--- src/rtl/serial_cmp_pkg.sv ---
// Shared types and sizing helpers for the serial magnitude comparator.
package serial_cmp_pkg;

  typedef enum logic [1:0] {
    IDLE = 2'd0,
    RUN  = 2'd1,
    DONE = 2'd2
  } cmp_state_t;

  function automatic int ndig_of(input int width, input int digit);
    return width / digit;
  endfunction

  // Counter must reach NDIG so it can also report a full-match digit count.
  function automatic int cnt_width_of(input int width, input int digit);
    return $clog2(width / digit + 1);
  endfunction

endpackage

--- src/rtl/digit_comparator.sv ---
// Unsigned compare of one DIGIT-bit digit pair.
module digit_comparator #(
  parameter int DIGIT = 4
) (
  input  logic [DIGIT-1:0] x,
  input  logic [DIGIT-1:0] y,
  output logic             eq,
  output logic             lt,
  output logic             gt
);

  assign eq = (x == y);
  assign lt = (x < y);
  assign gt = (x > y);

endmodule

--- src/rtl/serial_magnitude_comparator.sv ---
// Multi-cycle MSB-first magnitude comparator with early exit on the first
// differing digit; signed operands are compared in offset-binary form.
module serial_magnitude_comparator
  import serial_cmp_pkg::*;
#(
  parameter int WIDTH = 16,
  parameter int DIGIT = 4
) (
  input  logic                               clk,
  input  logic                               rst_n,
  input  logic                               start,
  input  logic                               signed_mode,
  input  logic [WIDTH-1:0]                   a,
  input  logic [WIDTH-1:0]                   b,
  output logic                               busy,
  output logic                               done,
  output logic                               equal,
  output logic                               lesser,
  output logic                               greater,
  output logic [$clog2(WIDTH/DIGIT+1)-1:0]   cycles
);

  localparam int NDIG = ndig_of(WIDTH, DIGIT);
  localparam int CW   = cnt_width_of(WIDTH, DIGIT);

  cmp_state_t       state_r;
  logic [WIDTH-1:0] sa_r;
  logic [WIDTH-1:0] sb_r;
  logic [CW-1:0]    cnt_r;
  logic [WIDTH-1:0] msb_mask_s;
  logic             dig_eq_s;
  logic             dig_lt_s;
  logic             dig_gt_s;

  // Flipping both MSBs maps two's-complement order onto unsigned order.
  always_comb begin
    msb_mask_s            = '0;
    msb_mask_s[WIDTH-1]   = signed_mode;
  end

  digit_comparator #(.DIGIT(DIGIT)) u_digit (
    .x  (sa_r[WIDTH-1 -: DIGIT]),
    .y  (sb_r[WIDTH-1 -: DIGIT]),
    .eq (dig_eq_s),
    .lt (dig_lt_s),
    .gt (dig_gt_s)
  );

  // Control FSM, operand shift registers and registered result flags.
  always_ff @(posedge clk or negedge rst_n) begin
    if (!rst_n) begin
      state_r <= IDLE;
      sa_r    <= '0;
      sb_r    <= '0;
      cnt_r   <= '0;
      busy    <= 1'b0;
      done    <= 1'b0;
      equal   <= 1'b0;
      lesser  <= 1'b0;
      greater <= 1'b0;
      cycles  <= '0;
    end else begin
      case (state_r)
        IDLE, DONE: begin
          done <= 1'b0;
          if (start) begin
            sa_r    <= a ^ msb_mask_s;
            sb_r    <= b ^ msb_mask_s;
            cnt_r   <= '0;
            busy    <= 1'b1;
            state_r <= RUN;
          end else begin
            busy    <= 1'b0;
            state_r <= IDLE;
          end
        end
        RUN: begin
          if (!dig_eq_s) begin
            equal   <= 1'b0;
            lesser  <= dig_lt_s;
            greater <= dig_gt_s;
            cycles  <= cnt_r + CW'(1);
            busy    <= 1'b0;
            done    <= 1'b1;
            state_r <= DONE;
          end else if (cnt_r == CW'(NDIG - 1)) begin
            equal   <= 1'b1;
            lesser  <= 1'b0;
            greater <= 1'b0;
            cycles  <= CW'(NDIG);
            busy    <= 1'b0;
            done    <= 1'b1;
            state_r <= DONE;
          end else begin
            sa_r    <= sa_r << DIGIT;
            sb_r    <= sb_r << DIGIT;
            cnt_r   <= cnt_r + CW'(1);
            state_r <= RUN;
          end
        end
        default: begin
          busy    <= 1'b0;
          done    <= 1'b0;
          state_r <= IDLE;
        end
      endcase
    end
  end

endmodule

--- config.mk ---
export PLATFORM = sky130hd
export DESIGN_NAME = serial_magnitude_comparator
export DESIGN_NICKNAME = d
export VERILOG_FILES = /design/src/rtl/serial_cmp_pkg.sv /design/src/rtl/digit_comparator.sv /design/src/rtl/serial_magnitude_comparator.sv
export SDC_FILE = /design/constraint.sdc
export NUM_CORES = 1
export LEC_CHECK = 0
export BUFFER_PORTS_ARGS = -buffer_cell sky130_fd_sc_hd__buf_2
export CAP_MARGIN = 20
export CORE_MARGIN = 3
export CORE_UTILIZATION = 30
export CTS_CLUSTER_SIZE = 30
export DETAILED_ROUTE_END_ITERATION = 7
export SETUP_SLACK_MARGIN = 0.4
export SYNTH_ARGS = -nofsm -noshare
export SYNTH_HDL_FRONTEND = slang
export SYNTH_SLANG_ARGS = --single-unit
--- constraint.sdc ---
create_clock -name clk -period 5.34 [get_ports clk]
set_input_delay 0.534 -clock clk [delete_from_list [all_inputs] [get_ports clk]]
set_output_delay 0.534 -clock clk [all_outputs]
set_load 0.02 [all_outputs]
==> summary.txt <==
Outcome
  – Status: finished, final reports clean

Placed design
  – DPL Wire Length: 2880 um
  – Worst slack, placed: 3060 ps
  – DP Area: 2250 sq um
  – PortBufs: 43
  – Dpl cells: 309
  – GPL Wtd Cong: 0.729

Clock network
  – Cts hold-fix bufs: 0
  – CTS max path bufs: 2
  – Clock buffers created by TritonCTS: 5
  – TritonCTS clock tree: yes
  – Clock sink count: 45
  – Reg clk slew, reported paths: 90 ps
  – Setup Fix Bufs, Post-CTS: 0
  – Clk_lat worst skew: 300 ps
  – Post-CTS sizing: 0
  – H-tree levels: 2
  – Root buffer cell: clkbuf_8

Finish
  – Final Cell Area: 2390 sq um
  – Nets: 283
  – Number of antenna diodes: 0
  – Layout cells sized above 1: 0.260
  – Post-layout util: 0.373
  – Layout area overhead: 19.0%
  – Commonest cells after routing, fill and taps aside: dfrtp_1, buf_2, nand2_1, a21oi_1, nor2_1
  – Commonest non-fill, non-tap cell in the layout: dfrtp_1
  – Non-filler cells, final: 319

STA
  – RSZ-0062 raised after global routing: no
  – Worst slew pin tran: 991 ps
  – Relative slew margins: 0.339
  – Maximum clock rate: 430 MHz
  – Setup Viol. Count Final: 0
  – Period utilization: 0.435
  – Final setup margin: 3020 ps
  – Total negative slack: 0 ps
  – Fin. max-slew vios: 0
  – Min cycle time layout: 2320 ps
  – Layout Skew: 14.7 ps
  – Final hold vios: 0

Floorplanning
  – Initial Util: 0.313
  – Full die area: 7720 sq um
  – Std cell rows: 29
  – Core area: 6420 sq um
  – Die X: 87.9 um
  – I/O pins: 44
  – Die extent in y: 87.9 um

Global route
  – Initial antenna violation count: 0
  – Vias in the first global route: 1473
  – Total track usage: 0.118
  – Largest net degree at the start of global routing: 56
  – Wire length of the first global-routing pass: 7020 um
  – Grt ovf: 0

Yosys
  – Syn Nets: 244
  – Register area share after synthesis: 0.560
  – Largest area contributor in the netlist: dfrtp_1
  – Post-synth EDFFs: 0
  – Syn Std Cell Area: 2010 sq um
  – Primary FF master, synth: dfrtp_1
  – Avg Cell Area, Syn: 9.95 sq um
  – Mapped Cells: 202
  – FFs w/ async S/R, synth: 1.00
  – Post-synthesis cell type count: 26
  – Yosys top cell area share: 0.560
  – Dominant cells by area after synthesis: dfrtp_1, o22ai_1, a21oi_1
  – Synth Warn #: 0
  – Number of synthesized register bits: 45

Detailed routing
  – Via count: 1540
  – Vias per cell: 4.83
  – Final WL: 4320 um
  – DR WL/cell: 13.5 um
  – First-pass detailed-route iteration total: 4
  – Post-route antenna net violation count: 0
  – Remaining DRCs: 0
  – DR iter-0 viols: 66

Hold path
  – Worst min path class: in -> async

Setup path
  – CP required: 5480 ps
  – Crit. End Element: register
  – Crit-path max FO: 55
  – WS Path Type: reg -> reg
  – Critical path startpoint: sa_r[15]$_DFFE_PN0P_
  – R2R Setup Slk: 3020 ps
  – CP arrival: 2460 ps
  – Startpoint Class: register
  – Worst R2R Start: sa_r[15]$_DFFE_PN0P_

Power
  – Reg power frac: 0.450
  – Switching share of power: 0.350
  – Gate power share: 0.334
  – Maximum VDD drop: 0.165 mV
  – Leak: 1.11 nW
  – Internal cell power: 0.000809 W
  – PwrDens: 520 nW/um^2
  – Power share of the clock group: 0.216
  – Switching pwr: 0.000435 W

Flow run
  – Number of max-cap violations: 0
-- state kept, by name, summed over array words and instances, names as in the netlist, 2 cells and up --
register and flops:
sa_r 16, sb_r 16, cnt_r 3, cycles 3, state_r 2
-- path summary, 6_finish.rpt --
path	end	depth (start not counted)
worst max register to register	sa_r[12]$_DFFE_PN0P_	5
max in group asynchronous	cnt_r[2]$_DFFE_PN0P_	2
worst min register to register	lesser$_DFFE_PN0P_	2
min in group clk	sa_r[1]$_DFFE_PN0P_	3
worst max-delay path	sa_r[12]$_DFFE_PN0P_	5
worst min-delay path	greater$_DFFE_PN0P_	1
-- logic make-up after synthesis --
logic type	count (synthesis)	synth area share
simple gates	58	0.123
xor+xnor	2	0.00871
compound gates	69	0.208
flops	45	0.560
buf+inv	22	0.0622
fa+ha+maj	6	0.0373
-- critical path, cell delays in order (launching register included) --
cell     delay (ps)
dfrtp_1         390
ha_1            330
nand4_2         170
or3_2           880
o22ai_1         320
a31oi_1          60
-- layer usage --
| layer | track usage | share of wire | wire [um] | vias up |
|---|---|---|---|---|
| li1 | - | - | - | 779 |
| met1 | 0.157 | 0.47 | 2030 | 722 |
| met2 | 0.190 | 0.47 | 2050 | 35 |
| met3 | 0.0329 | 0.045 | 196 | 4 |
| met4 | 0.0293 | 0.0097 | 42 | 0 |
| met5 | 0 | 0 | 0 | - |
-- Yosys cell counts (all sizes together), types with 2 or more instances --
cell type,n
nand3,3
clkbuf,6
nand2b,2
a31oi,4
inv,8
o22ai,24
o21ai,16
buf,8
nor2,22
dfrtp,45
ha,6
nor3,2
a21oi,23
nor2b,2
nand2,24
xor2,2
-- stage by stage --
step / power [W] / hold slack (ps)
floorplan: 0.000878 / 238
global placement: 0.000963 / 464
detailed placement: 0.000986 / 466
CTS: 0.00126 / 428
global route: 0.00135 / 55.3
finish: 0.00124 / 58.4
-- power groups by stage --
| stage | clock network (W) | registers, W | logic (W) |
|---|---|---|---|
| 3_5_place_dp | 0 | 0.000569 | 0.000417 |
| 2_1_floorplan | 0 | 0.000582 | 0.000295 |
| 4_1_cts | 0.000276 | 0.000562 | 0.000418 |
| 6_report | 0.000269 | 0.000560 | 0.000415 |
| 3_3_place_gp | 0 | 0.000563 | 0.000400 |
| 5_1_grt | 0.000290 | 0.000576 | 0.000480 |
-- final cells by class --
cell class,count,area [sq um]
Tap cell,77,96.3
Sequential cell,45,1130
Clock buffer,6,82.6
Inverter,8,30.0
Multi-Input combinational cell,135,766
Clock inverter,2,37.5
Fill cell,669,4030
Timing Repair Buffer,46,255
Note: power is estimated with default switching activity, not from simulation.
